`src/rtl/prio_arbiter_pkg.sv`:
```
// Shared definitions for the prio_arbiter block.
//   ARB_MODE_FIXED / ARB_MODE_RR : values for the ROUND_ROBIN parameter.
//   arb_state_e                  : arbiter state encoding (idle / holding a grant).
package prio_arbiter_pkg;

  localparam int unsigned ARB_MODE_FIXED = 0;
  localparam int unsigned ARB_MODE_RR    = 1;

  typedef enum logic [0:0] {
    StIdle,
    StBusy
  } arb_state_e;

endpackage

```
`src/rtl/prio_arbiter_encoder.sv`:
```
// Priority encoder: reports the index of the highest set input bit.
//   i_in  : 2**OUT_WIDTH candidate bits
//   o_idx : index of the highest set bit, 0 when i_in is all zero
//   o_any : OR of i_in (validity never inferred from o_idx)
module Encoder #(
  parameter int unsigned OUT_WIDTH = 3
) (
  input  logic [(1 << OUT_WIDTH)-1:0] i_in,
  output logic [OUT_WIDTH-1:0]        o_idx,
  output logic                        o_any
);

  localparam int unsigned N = 1 << OUT_WIDTH;

  // Ascending scan: the last set bit seen (the highest) wins.
  always_comb begin
    o_idx = '0;
    for (int i = 0; i < N; i++) begin
      if (i_in[i]) begin
        o_idx = OUT_WIDTH'(i);
      end
    end
  end

  assign o_any = |i_in;

endmodule

```
`src/rtl/prio_arbiter.sv`:
```
// Registered N-way request arbiter (fixed priority or round-robin) with optional
// hold-time preemption.
//   i_clk         : clock, all state changes on the rising edge
//   i_rst_n       : synchronous active-low reset
//   i_req         : level request vector, bit i is requester i
//   o_grant_valid : a grant is held
//   o_grant_idx   : holder index, 0 when idle
//   o_grant_oh    : holder one-hot, 0 when idle
//   o_switched    : pulse in the first cycle of every new grant
module prio_arbiter
  import prio_arbiter_pkg::*;
#(
  parameter int unsigned IDX_WIDTH   = 3,
  parameter int unsigned ROUND_ROBIN = 1,
  parameter int unsigned MAX_HOLD    = 0,
  parameter int unsigned CNT_WIDTH   = 8
) (
  input  logic                         i_clk,
  input  logic                         i_rst_n,
  input  logic [(1 << IDX_WIDTH)-1:0]  i_req,
  output logic                         o_grant_valid,
  output logic [IDX_WIDTH-1:0]         o_grant_idx,
  output logic [(1 << IDX_WIDTH)-1:0]  o_grant_oh,
  output logic                         o_switched
);

  localparam int unsigned N    = 1 << IDX_WIDTH;
  localparam bit          IsRr = (ROUND_ROBIN == ARB_MODE_RR);
  localparam logic [CNT_WIDTH-1:0] MaxHold = CNT_WIDTH'(MAX_HOLD);
  // With unlimited hold the counter only needs to stop somewhere; park it at all-ones.
  localparam logic [CNT_WIDTH-1:0] CntSat  = (MAX_HOLD != 0) ? MaxHold : {CNT_WIDTH{1'b1}};

  arb_state_e             r_state, w_state_d;
  logic [IDX_WIDTH-1:0]   r_idx, w_idx_d;
  logic [N-1:0]           r_oh, w_oh_d;
  logic                   r_sw, w_sw_d;
  logic [CNT_WIDTH-1:0]   r_cnt, w_cnt_d;
  logic [IDX_WIDTH-1:0]   r_last, w_last_d;

  logic                   w_holder_req;
  logic [N-1:0]           w_others;
  logic                   w_preempt;
  logic [N-1:0]           w_cand;
  logic [N-1:0]           w_mask;
  logic [IDX_WIDTH-1:0]   w_m_idx, w_u_idx, w_win;
  logic                   w_m_any, w_u_any;

  assign w_holder_req = |(i_req & r_oh);
  assign w_others     = i_req & ~r_oh;
  // A lone holder is never preempted: a competitor must be pending.
  assign w_preempt    = (MAX_HOLD != 0) && w_holder_req && (r_cnt >= MaxHold) && (|w_others);
  assign w_cand       = w_preempt ? w_others : i_req;

  // Bits strictly below the last winner get first pick in round-robin mode.
  always_comb begin
    w_mask = '0;
    for (int i = 0; i < N; i++) begin
      w_mask[i] = (IDX_WIDTH'(i) < r_last);
    end
  end

  Encoder #(
    .OUT_WIDTH (IDX_WIDTH)
  ) u_enc_masked (
    .i_in  (w_cand & w_mask),
    .o_idx (w_m_idx),
    .o_any (w_m_any)
  );

  Encoder #(
    .OUT_WIDTH (IDX_WIDTH)
  ) u_enc_full (
    .i_in  (w_cand),
    .o_idx (w_u_idx),
    .o_any (w_u_any)
  );

  assign w_win = (IsRr && w_m_any) ? w_m_idx : w_u_idx;

  always_comb begin
    w_state_d = r_state;
    w_idx_d   = r_idx;
    w_oh_d    = r_oh;
    w_sw_d    = 1'b0;
    w_cnt_d   = r_cnt;
    w_last_d  = r_last;
    if (r_state == StBusy && w_holder_req && !w_preempt) begin
      if (r_cnt != CntSat) begin
        w_cnt_d = r_cnt + 1'b1;
      end
    end else if (w_u_any) begin
      // New grant: from idle, after preemption, or holder released.
      w_state_d = StBusy;
      w_idx_d   = w_win;
      w_oh_d    = N'(1) << w_win;
      w_sw_d    = 1'b1;
      w_cnt_d   = CNT_WIDTH'(1);
      if (IsRr) begin
        w_last_d = w_win;
      end
    end else begin
      w_state_d = StIdle;
      w_idx_d   = '0;
      w_oh_d    = '0;
      w_cnt_d   = '0;
    end
  end

  always_ff @(posedge i_clk) begin
    if (!i_rst_n) begin
      r_state <= StIdle;
      r_idx   <= '0;
      r_oh    <= '0;
      r_sw    <= 1'b0;
      r_cnt   <= '0;
      r_last  <= '0;
    end else begin
      r_state <= w_state_d;
      r_idx   <= w_idx_d;
      r_oh    <= w_oh_d;
      r_sw    <= w_sw_d;
      r_cnt   <= w_cnt_d;
      r_last  <= w_last_d;
    end
  end

  assign o_grant_valid = (r_state == StBusy);
  assign o_grant_idx   = r_idx;
  assign o_grant_oh    = r_oh;
  assign o_switched    = r_sw;

endmodule
```
`config.mk`:
```
export PLATFORM = sky130hd
export DESIGN_NAME = prio_arbiter
export DESIGN_NICKNAME = d
export VERILOG_FILES = /design/src/rtl/prio_arbiter_pkg.sv /design/src/rtl/prio_arbiter_encoder.sv /design/src/rtl/prio_arbiter.sv
export SDC_FILE = /design/constraint.sdc
export NUM_CORES = 1
export LEC_CHECK = 0
export ABC_AREA = 1
export CAP_MARGIN = 20
export CORE_MARGIN = 2
export CORE_UTILIZATION = 48
export CTS_CLUSTER_SIZE = 28
export DETAILED_ROUTE_END_ITERATION = 10
export PLACE_DENSITY = 0.79
export SLEW_MARGIN = 0
export SYNTH_ARGS = -nofsm -noshare
export SYNTH_HDL_FRONTEND = slang
export SYNTH_SLANG_ARGS = --single-unit
```
`constraint.sdc`:
```
create_clock -name i_clk -period 1.7 [get_ports i_clk]
set_input_delay 0.34 -clock i_clk [delete_from_list [all_inputs] [get_ports i_clk]]
set_output_delay 0.34 -clock i_clk [all_outputs]
set_load 0.1 [all_outputs]
```
After elaboration in Yosys (flattened, before gate mapping):

Index checks and enable logic that the tools add are counted.

* flip-flop bits (word level): 16
* bits of input ports: 10
* output and inout port bits: 13
* word-level logic and storage cells: 42

* $lt $le $gt $ge: 8
* shifts and indexed selects: 1
* muxes and demuxes: 18
* bitwise operators: 4
* reductions and logical operators: 6

Operators by type and width (number)
* $mux 3: 10
* $reduce_or 8->1: 3
* $and 8x8->8: 2
* $lt 3x3->1 const A: 4
* $mux 2: 4
* $mux 8: 1
* $shl 1x3->8 const A: 1
* $lt 1x3->1 const A: 2
* $lt 2x3->1 const A: 2
* $mux 1: 3
* $not 1->1: 2
* $reduce_and 2->1: 1
* $reduce_or 2->1: 1
* $logic_and 1x1->1: 1

Depth between registers and ports, before layout:

Gate-level depths: netlist of run 1.

* depth after elaboration: 12
* mapped depth: 12
* mapped depth without buffers: 12

Cells and area by module:

A second synthesis of run 1 with hierarchy kept.

* cells, all modules: 168
* area, all modules: 964.7 µm²

By module, submodules not included
* prio_arbiter: times used 1, cells an instance 128, area an instance 809.5 µm², sequential area each 320.3 µm²
* Encoder: times used 2, cells an instance 20, area an instance 77.6 µm², sequential area each 0.0 µm²

Worst setup path before layout of run 1:

OpenSTA, ideal clock, no wires.

* path type: reg-to-reg
* from: reg r_oh[2], in the netlist o_grant_oh[2]
* to: reg r_idx[2], in the netlist o_grant_idx[2]
* library setup time: 0.127 ns
* data arrival time: 1.734 ns
* required time: 1.573 ns
* setup slack: -0.161 ns
* stages on the path, launching flop included: 9
* buffers on the path: 0
* period minus slack after synthesis: 1.861 ns
* cell sequence: dfxtp_1 -> nand2_1 -> nand3_1 -> nand3b_1 -> nand2_2 -> nand2_2 -> nor2_4 -> a21oi_1 -> nor2_1

* longest elaborated chain between the ends: 3

Ends and longest elaborated chain
* start, declared: RTL line prio_arbiter.sv:35 `logic [N-1:0] r_oh, w_oh_d;`
* start signal, assigned: RTL line prio_arbiter.sv:120 `r_oh <= w_oh_d;`
* $and 8x8->8: RTL line prio_arbiter.sv:48 `assign w_holder_req = |(i_req & r_oh);`
* $reduce_or 8->1: RTL line prio_arbiter.sv:48
* $logic_and 1x1->1: RTL line prio_arbiter.sv:87 `if (r_state == StBusy && w_holder_req && !w_preempt) begin`
* end signal, assigned: RTL line prio_arbiter.sv:119 `r_idx <= w_idx_d;`
* end, declared: RTL line prio_arbiter.sv:34 `logic [IDX_WIDTH-1:0] r_idx, w_idx_d;`

Every way passes these cells.
A chain may end at the register's enable or synchronous reset.

Worst setup path after layout of run 1:

* from: in i_req[2]
* to: reg r_oh[6], in the netlist o_grant_oh[6]

* longest elaborated chain between the ends: 10
* elaborated cells between the ends (all ways): 21
* those cells by class: shift (1); mux (14); bitwise (2); reduce/logical (4)

Ends and longest elaborated chain
* start, declared: RTL line prio_arbiter.sv:20 `input logic [(1 << IDX_WIDTH)-1:0] i_req,`
* $and 8x8->8: RTL line prio_arbiter.sv:65 `.i_in (w_cand & w_mask),`
* $mux 2 (2 in a row): RTL line prio_arbiter_encoder.sv:19 `if (i_in[i]) begin`
* $mux 3 (4 in a row): RTL line prio_arbiter_encoder.sv:19
* $mux 3: RTL line prio_arbiter.sv:78 `assign w_win = (IsRr && w_m_any) ? w_m_idx : w_u_idx;`
* $shl 1x3->8: RTL line prio_arbiter.sv:95 `w_oh_d = N'(1) << w_win;`
* $mux 8: RTL line prio_arbiter.sv:91 `end else if (w_u_any) begin`

Several ways; a longest one is shown, not always the timed one.

==> impl_metrics.tcl, run 1 <==
set metrics [dict create \
    firstDrtPassIters 4 \
    path_cells "clkdlybuf4s50_1 > buf_4 > nand2_2 > nand2_1 > nor2_1 > nand3_1 > nand2_2 > inv_2 > nor2_4 > nand2_1 > a21oi_2" \
    dr.first_iter.drc_count 20 \
    cts_buffers 3 \
    placed_cell_area_um2 1416 \
    fillCellCount 133 \
    p_clk_share_pct 8.0 \
    cts_tree "built" \
    setup_slack_ps 63.44 \
    vias_per_cell 4.976 \
    synth_compound_area_share_pct 11.43 \
    synth_top_family_by_area "simple AND/OR/NAND/NOR gates" \
    seq_area_frac_synth_pct 33.64 \
    crit_path_end_kind "flop" \
    slowest_stage "clkdlybuf4s50_1" \
    start_kind "primary input" \
    critical_path_class "primary input to flop" \
    hold_class "flop to flop" \
    hold_violations 0 \
    cp_max_fo 5 \
    die_w_um 48.54 \
    tightest_slew_ps 550.1 \
    relSlewSlack_pct 63.29 \
    whs_path_depth 2 \
    setup_viol 0 \
    mostFrequentLayoutCells "nand2_1 (51), buf_4 (15), inv_1 (14)" \
    synthSimpleGateAreaFrac_pct 45.34 \
    clockBufferDepth 2 \
    path_clk_slew_ps 90 \
    fin_crit_ps 1637 \
    finalInstanceArea_um2 1515 \
    syn_area_um2 952.2 \
    mostFrequentLayoutCell "nand2_1" \
    syn_area_per_cell_um2 6.522 \
    fmax_mhz 611.0 \
    slew_viol_final 0 \
    fp.dieArea_um2 2356 \
    reg2regPathDepth 9 \
    synth_nets 156 \
    pre_cts_ws_ps -249.8 \
    gp_congestion 0.8535 \
    drive_above_1_share_pct 37.84 \
    syn2layout_area_growth_pct 59.13 \
    cts.sinks 16 \
    ys_seq_elements 16 \
    drt_wl_total_um 2770 \
    hold_buffers 0 \
    intPower_uw 1464 \
    regArea_um2 331.6 \
    synth_mux_area_share_pct 0 \
    cp_slowest_stage_delay_ps 450 \
    ios 23 \
    status "completed" \
    grtUsageTotal_pct 25.25 \
    core_um2 1922 \
    final_nets 196 \
    antennaDiodeCount 0 \
    switching_power_uw 1758 \
    p_seq_share_pct 21.8 \
    cts-root-buf "clkbuf_4" \
    p_per_area_nw_per_um2 2127 \
    ant_nets 0 \
    post_synth_fa_ha_maj_area_fraction_pct 0 \
    portBuffers 22 \
    row_count 16 \
    synth_xor_area_share_pct 0 \
    period_share_pct 96.27 \
    cp.required_ps 1930 \
    p_comb_share_pct 70.2 \
    htreeDepth 1 \
    grt_pass1_wl_um 4623 \
    vias 1055 \
    p_leak_uw 0.0007672 \
    fin_tns_setup_ps 0 \
    route.detailed.drc 0 \
    syn_inst 146 \
    grt-ovfl-total 0 \
    skew_ps 4.914 \
    grt_pass1_vias 1054 \
    power.share.switching_pct 54.57 \
    antenna_found_initial 0 \
    holdWs_ps 510.2 \
    insertion_delay_ps 300 \
    cap_violations 0 \
    multi_input_area_um2 564.3 \
    start_util_pct 49.54 \
    finalPower_uw 3222 \
    wl_per_cell_um 13.07 \
    ys_types 21 \
    cp_data_arrival_time_ps 1870 \
    yosys_warnings 0 \
    ir_drop_mv 1.454 \
    grt_max_degree 17 \
    dpl.hpwl_um 2092 \
    chipHeight_um 48.54 \
]
==> state kept, by name, indices dropped and copies added, names as in the netlist <==
name           cells
o_switched         1
o_grant_oh         8
o_grant_valid      1
o_grant_idx        3
r_last             3
==> final cells by class <==
class | count | share of cell area, %
clock buffers | 4 | 2.395
well taps | 27 | 2.230
flip-flops and latches | 16 | 21.88
inverters | 19 | 4.707
repair buffers | 37 | 31.54
multi-input cells | 109 | 37.24
==> metal layers <==
layer	global-route usage, %	share of wire, %
met1	30.37	40
met2	42.82	52
met3	4.321	4.2
met4	13.81	2.9
met5	0	0
==> cells in the mapped netlist <==
cell / instances / area, um^2
a211oi_1: 1 / 7.510
a21oi_1: 11 / 55.05
a21oi_2: 3 / 26.28
a31oi_1: 1 / 6.260
buf_6: 1 / 11.26
dfxtp_1: 16 / 320.3
dlygate4sd1_1: 1 / 8.760
inv_1: 14 / 52.55
inv_2: 5 / 18.77
nand2_1: 51 / 191.4
nand2_2: 9 / 56.30
nand2_4: 1 / 11.26
nand3_1: 8 / 40.04
nand3_2: 1 / 10.01
nand3b_1: 1 / 7.510
nor2_1: 11 / 41.29
nor2_2: 5 / 31.28
nor2_4: 2 / 22.52
nor3_2: 2 / 20.02
o21ai_0: 1 / 5.000
o21ai_2: 1 / 8.760
==> power by group through the flow <==
stage | Combinational, uW | Sequential (uW) | Clock, uW
3_3_place_gp | 2080 | 699 | 0
2_1_floorplan | 768 | 1340 | 0
3_5_place_dp | 2130 | 701 | 0
4_1_cts | 2150 | 698 | 253
6_report | 2260 | 703 | 257
5_1_grt | 2400 | 720 | 271
==> repair_timing <==
action	CTS	global route
resized for setup	0	12
endpoints found under the hold margin	0	0
endpoints found under the setup margin	0	12
setup buffers	0	3
==> worst paths after layout <==
path / from / end / slack [ps]
max: i_req[2] / o_grant_oh[6] / 60
min: o_grant_oh[5] / o_grant_oh[5] / 510
max reg2reg: r_last[0] / o_grant_oh[6] / 80
min reg2reg: o_grant_oh[5] / o_grant_oh[5] / 510
==> worst max-delay path, delay by kind of cell <==
kind | cells | cell delay (ps)
and+or+nand+nor | 7 | 710
AOI/OAI and AO/OA | 1 | 110
buffers and inverters | 3 | 680
==> through the flow <==
| step | utilization, % | instances |
|---|---|---|
| global route | 78.84 | 212 |
| finish | 78.84 | 212 |
| CTS | 75.59 | 209 |
| floorplan | - | 146 |
| global placement | 73.70 | 205 |
| detailed placement | 73.70 | 205 |
==> cells by family after synthesis <==
| family | Yosys count |
|---|---|
| buffers and inverters | 21 |
| DFF | 16 |
| AOI/OAI and AO/OA | 18 |
| and+or+nand+nor | 91 |
(Power assumes the default switching activity.)
==> run 2, diff against run 1 <==
Settings changed: GPL_ROUTABILITY_DRIVEN set to 0.
==> results of run 2 <==
No change in the layout: final DEF, timing and power equal those of run 1.
